===== config.mk =====
export PLATFORM = sky130hd
export DESIGN_NAME = store_narrow32_flat
export DESIGN_NICKNAME = d
export VERILOG_FILES = /design/src/rtl/store_narrow32_if.sv /design/src/rtl/store_narrow32.sv /design/src/flat_wrapper.sv
export SDC_FILE = /design/constraint.sdc
export NUM_CORES = 1
export LEC_CHECK = 0
export ABC_AREA = 1
export CAP_MARGIN = 10
export CELL_PAD_IN_SITES_DETAIL_PLACEMENT = 1
export CELL_PAD_IN_SITES_GLOBAL_PLACEMENT = 1
export CORE_MARGIN = 2
export CORE_UTILIZATION = 37
export DETAILED_ROUTE_END_ITERATION = 10
export MAX_ROUTING_LAYER = met4
export PLACE_DENSITY = 0.95
export SYNTH_ARGS = -nofsm -noshare
export SYNTH_HDL_FRONTEND = slang
export SYNTH_SLANG_ARGS = --single-unit
export TNS_END_PERCENT = 50

===== constraint.sdc =====
create_clock -name Clk -period 3.24 [get_ports Clk]
set_clock_uncertainty 0.05 [all_clocks]
set_input_delay 0.81 -clock Clk [delete_from_list [all_inputs] [get_ports Clk]]
set_output_delay 0.81 -clock Clk [all_outputs]
set_load 0.02 [all_outputs]

===== src/rtl/store_narrow32_if.sv =====
// Data-memory port of the store narrowing unit: word address, read/write
// strobes, write data, read data and the shared completion signal.
interface store_narrow32_if #(
    parameter int ADDR_W = 30
);
    logic [ADDR_W-1:0] M_Addr;
    logic              M_Rd;
    logic              M_Wr;
    logic [31:0]       M_WData;
    logic [31:0]       M_RData;
    logic              M_Ready;

    // Strobe handshake: a strobe (M_Rd or M_Wr) stays high until M_Ready is
    // seen with it on a rising edge; M_RData is valid when M_Rd and M_Ready
    // are both high; M_Ready is ignored while no strobe is active.
    modport master (
        output M_Addr, M_Rd, M_Wr, M_WData,
        input  M_RData, M_Ready
    );

    modport slave (
        input  M_Addr, M_Rd, M_Wr, M_WData,
        output M_RData, M_Ready
    );
endinterface


===== src/rtl/store_narrow32.sv =====
// Store-side narrowing unit: truncates a 32-bit operand to byte/half/word,
// writes it into word-only memory (read-modify-write for sub-word sizes) and
// flags operands that the truncation does not represent faithfully.
module store_narrow32 #(
    parameter int ADDR_W = 30
) (
    input  logic        Clk,
    input  logic        Clrn,
    input  logic        Req,
    input  logic [31:0] Addr,
    input  logic [31:0] D,
    input  logic [1:0]  Size,
    input  logic        Se,
    output logic        Busy,
    output logic        Done,
    output logic        Err,
    output logic        Tr,
    output logic [2:0]  dbg_state,
    store_narrow32_if.master mem
);
    typedef enum logic [2:0] {
        S_IDLE  = 3'd0,
        S_ERR   = 3'd1,
        S_READ  = 3'd2,
        S_WRITE = 3'd3,
        S_DONE  = 3'd4
    } state_t;

    state_t            state_q, state_d;
    logic [ADDR_W-1:0] word_addr_q;
    logic [1:0]        lane_q;
    logic [1:0]        size_q;
    logic [31:0]       d_q;
    logic [31:0]       old_q;
    logic              err_q;
    logic              tr_q;
    logic              req_err;
    logic              req_tr;
    logic              accept;
    logic [31:0]       merged;

    assign accept    = (state_q == S_IDLE) && Req;
    assign dbg_state = state_q;

    // Classify the incoming request: illegal size or misalignment, and whether
    // the operand survives truncation under the requested signedness.
    always_comb begin
        req_err = (Size == 2'b11)
                || ((Size == 2'b01) && Addr[0])
                || ((Size == 2'b10) && (Addr[1:0] != 2'b00));
        req_tr  = 1'b0;
        case (Size)
            2'b00:   req_tr = Se ? !((&D[31:7])  || (~|D[31:7]))  : (|D[31:8]);
            2'b01:   req_tr = Se ? !((&D[31:15]) || (~|D[31:15])) : (|D[31:16]);
            default: req_tr = 1'b0;
        endcase
    end

    // State register.
    always_ff @(posedge Clk or negedge Clrn) begin
        if (!Clrn) state_q <= S_IDLE;
        else       state_q <= state_d;
    end

    // Next-state logic.
    always_comb begin
        state_d = state_q;
        case (state_q)
            S_IDLE: begin
                if (Req) begin
                    if (req_err)            state_d = S_ERR;
                    else if (Size == 2'b10) state_d = S_WRITE;
                    else                    state_d = S_READ;
                end
            end
            S_ERR:   state_d = S_DONE;
            S_READ:  if (mem.M_Ready) state_d = S_WRITE;
            S_WRITE: if (mem.M_Ready) state_d = S_DONE;
            S_DONE:  state_d = S_IDLE;
            default: state_d = S_IDLE;
        endcase
    end

    // Request latch: address, operand, size and the precomputed flags.
    always_ff @(posedge Clk or negedge Clrn) begin
        if (!Clrn) begin
            word_addr_q <= '0;
            lane_q      <= 2'b00;
            size_q      <= 2'b00;
            d_q         <= 32'h0;
            err_q       <= 1'b0;
            tr_q        <= 1'b0;
        end else if (accept) begin
            word_addr_q <= Addr[ADDR_W+1:2];
            lane_q      <= Addr[1:0];
            size_q      <= Size;
            d_q         <= D;
            err_q       <= req_err;
            tr_q        <= req_tr && !req_err;
        end
    end

    // Old-word register for the read-modify-write merge.
    always_ff @(posedge Clk or negedge Clrn) begin
        if (!Clrn)                                    old_q <= 32'h0;
        else if ((state_q == S_READ) && mem.M_Ready)  old_q <= mem.M_RData;
    end

    // Merge the truncated operand into the selected little-endian lane.
    always_comb begin
        merged = old_q;
        case (size_q)
            2'b00: merged[{lane_q, 3'b000} +: 8] = d_q[7:0];
            2'b01: begin
                if (lane_q[1]) merged[31:16] = d_q[15:0];
                else           merged[15:0]  = d_q[15:0];
            end
            2'b10:   merged = d_q;
            default: merged = old_q;
        endcase
    end

    // Outputs decoded from state and registered values only.
    always_comb begin
        Busy        = (state_q != S_IDLE);
        Done        = (state_q == S_DONE);
        Err         = (state_q == S_DONE) && err_q;
        Tr          = (state_q == S_DONE) && tr_q;
        mem.M_Rd    = (state_q == S_READ);
        mem.M_Wr    = (state_q == S_WRITE);
        mem.M_Addr  = word_addr_q;
        mem.M_WData = merged;
    end
endmodule


===== src/flat_wrapper.sv =====
// flat-port wrapper written by rule: the top's interface ports become plain ports
module store_narrow32_flat 
#(
    parameter int ADDR_W = 30
)
  (Clk, Clrn, Req, Addr, D, Size, Se, Busy, Done, Err, Tr, dbg_state, mem_M_Addr, mem_M_Rd, mem_M_Wr, mem_M_WData, mem_M_RData, mem_M_Ready);
  store_narrow32_if #(.ADDR_W(ADDR_W)) mem_i ();
  input  logic Clk;
  input  logic Clrn;
  input  logic Req;
  input  logic [31:0] Addr;
  input  logic [31:0] D;
  input  logic [1:0] Size;
  input  logic Se;
  output logic Busy;
  output logic Done;
  output logic Err;
  output logic Tr;
  output logic [2:0] dbg_state;
  output wire logic [$bits(mem_i.M_Addr)-1:0] mem_M_Addr;
  output wire logic [$bits(mem_i.M_Rd)-1:0] mem_M_Rd;
  output wire logic [$bits(mem_i.M_Wr)-1:0] mem_M_Wr;
  output wire logic [$bits(mem_i.M_WData)-1:0] mem_M_WData;
  input wire logic [$bits(mem_i.M_RData)-1:0] mem_M_RData;
  input wire logic [$bits(mem_i.M_Ready)-1:0] mem_M_Ready;
  assign mem_M_Addr = mem_i.M_Addr;
  assign mem_M_Rd = mem_i.M_Rd;
  assign mem_M_Wr = mem_i.M_Wr;
  assign mem_M_WData = mem_i.M_WData;
  assign mem_i.M_RData = mem_M_RData;
  assign mem_i.M_Ready = mem_M_Ready;
  store_narrow32 #(.ADDR_W(ADDR_W)) u_core (.Clk(Clk), .Clrn(Clrn), .Req(Req), .Addr(Addr), .D(D), .Size(Size), .Se(Se), .Busy(Busy), .Done(Done), .Err(Err), .Tr(Tr), .dbg_state(dbg_state), .mem(mem_i));
endmodule

==> results.yml <==
global_routing:
  grt_overflow_total: 0
  grt_first_pass_wirelength_um: 29700
  antenna_found_initial: 1
  grt_max_degree: 55
  grt.total_usage_pct: 24.8
  grt_pass1_vias: 5782
synthesis:
  async_reset_ff_share_pct: 100
  synth_nets: 732
  netlist_instances: 624
  netlist.area_leader.share_pct: 47.9
  ys_seq_area_share_pct: 47.9
  yosysWarnings: 0
  ys_seq_elements: 103
  synth_area_per_cell_um2: 8.63
  synth_area_mm2: 0.00538
  synth.most_common_cell: "nand2_1"
  synth_ff_type: "dfrtp_1"
  synth.largest_area_cell: "dfrtp_1"
  yosysUniqueCellTypes: 32
  yosys-top-cells-count: "nand2_1, dfrtp_1, nor2_1"
  synth_area_leaders: "dfrtp_1, mux2_2, nand2_1"
  synth-edff-count: 0
clock_tree:
  cts_htree_levels: 3
  clock-sinks: 103
  cts_tree: "built"
  cts_root_buffer: "clkbuf_16"
  cts_hold_buf: 0
  path_clk_slew_ns: 0.07
  insertion_delay_ns: 0.35
  clockBufferDepth: 2
  cts_buffers: 9
setup_path:
  path_max_fanout: 28
  critPathKind: "register to primary output"
  reg2reg_depth: 8
  r2r-end: "u_core.tr_q"
  timing.rr.start: "u_core.dbg_state[1]"
  arrival_ns: 2.48
  regToRegSetupSlack_ns: 1.32
  cp-end-kind: "primary output"
  required_ns: 2.38
  start_kind: "register"
placed_design:
  port_buffers: 173
  place_area_mm2: 0.00736
  gp_congestion: 0.901
  place_inst: 970
  post-dp-hpwl_um: 14000
die:
  rows: 44
  chipHeight_um: 125
  start_util_pct: 37.5
  die-area_mm2: 0.0155
  core_mm2: 0.0144
  io_pins: 174
  die_w_um: 125
route:
  drt_wl_total_um: 18200
  ant_nets: 0
  drcViolationCount: 0
  wl_per_cell_um: 18.4
  vias: 5196
  via_per_inst: 5.26
  initialDrtViolationCount: 318
  drt-pass1-iter-count: 5
sta:
  rsz0062_at_grt: "yes"
  relSlewSlack_pct: 53.5
  worst_slack_ns: -0.104
  hold_slack_ns: 0.441
  max_clock_freq_ghz: 0.299
  slew_violations: 0
  setup_viol: 2
  hold_viol: 0
  timing.final.crit_period_ns: 3.34
  worst_pin_slew_ns: 0.697
  period_share_pct: 103
run:
  drv_cap: 0
run_status:
  status: "finished, violations left"
  failed_checks: "setup timing"
pwr:
  peakVddDrop_mv: 0.534
  p_leak_nw: 3.57
  powerDensity_mw_per_mm2: 1100
  totalPowerFinal_mw: 8.42
cells_and_area:
  drive_gt1_share_pct: 13.6
  fin_nets: 906
  area_delta_synth_final_pct: 41.6
  fin_area_mm2: 0.00763
  utilization_pct: 53.1
  fillers: 1690
  instances_no_fill: 988
worst_hold_path:
  worstHoldPathType: "primary input to async pin"
==> what timing repair did <==
item / CTS / global route
hold endpoints to repair: 0 / 0
pin swaps: 0 / 1
endpoints found under the setup margin: 31 / 25
gates resized for setup: 22 / 27
setup buffers: 1 / 0
==> cells by family (layout without fill, tap and decap cells) <==
kind of cell | Yosys count | count (layout) | share of synthesized area [%]
simple gates | 253 | 253 | 19.5
compound gates | 118 | 118 | 13.0
flops | 103 | 103 | 47.9
buf+inv | 89 | 268 | 6.74
mux | 56 | 56 | 11.7
fa+ha+maj | 5 | 5 | 1.16
other cells | 0 | 1 | 0
==> layer usage <==
metal  vias up  global-route usage (%)  part of all wire [%]
met3        40                    6.74                   6.2
met5         -                       -                     0
met4         0                    8.39                   3.2
li1       2416                       -                     -
met2       194                    41.2                    49
met1      2546                    29.1                    42
==> worst max-delay path, stage by stage, from the launching register on <==
cell and delay [ns]:
dfrtp_1 0.39, buf_4 0.28, ha_1 0.23, buf_4 0.18, nand2_1 0.08, o22ai_1 0.18, nand2_1 0.08, nand3_1 0.09
clkdlybuf4s50_1 0.61
==> final cells by class <==
type	count	area (um^2)	area share [%]
Timing Repair Buffer	191	1850	24.2
Inverter	61	229	3.00
Tap cell	184	230	3.02
Multi-Input combinational cell	432	2460	32.2
Clock inverter	5	38.8	0.509
Antenna cell	1	2.50	0.0328
Clock buffer	11	243	3.18
Sequential cell	103	2580	33.8
==> per-stage QoR <==
step | setup slack, ns | TNS (ns)
4_1_cts | -0.104 | -0.397
5_1_grt | -0.229 | -0.415
6_report | -0.104 | -0.122
3_5_place_dp | 0.142 | 0
3_3_place_gp | 0.214 | 0
2_1_floorplan | 0.579 | 0
==> worst max path at each step <==
stage | end | from
after floorplan | mem_M_WData[12] | u_core.lane_q[1]
after global placement | mem_M_WData[12] | u_core.lane_q[0]
after detailed placement | mem_M_WData[20] | u_core.lane_q[1]
after CTS | mem_M_WData[24] | u_core.lane_q[1]
after global routing | mem_M_WData[27] | u_core.lane_q[1]
final | mem_M_WData[27] | u_core.lane_q[1]
==> power breakdown <==
part | total (mW) | internal [mW] | switching [mW]
combinational | 4.95 | 2.12 | 2.83
sequential | 2.41 | 1.92 | 0.493
clock | 1.06 | 0.552 | 0.510
==> cell usage in the layout (no fill, tap or decap), drive strengths merged <==
cell	n
dfrtp	103
a31oi	2
a22oi	16
inv	63
nand3b	2
nor2	70
clkbuf	19
o21bai	1
buf	19
nand3	35
clkdlybuf4s50	142
o21ai	38
ha	5
o22ai	23
nand2	140
clkinv	3
dlymetal6s2s	10
mux2	56
diode	1
nand4	3
dlygate4sd2	12
a21oi	32
o211ai	6
nor3	3
==> registers in the layout (all words and copies together), names as in the netlist <==
signal / flops
u_core.size_q: 2
u_core.d_q: 32
u_core.dbg_state: 3
u_core.tr_q: 1
u_core.mem.M_Addr: 30
u_core.lane_q: 2
u_core.old_q: 32
u_core.err_q: 1
No activity file was read; power rests on OpenSTA's default activity.
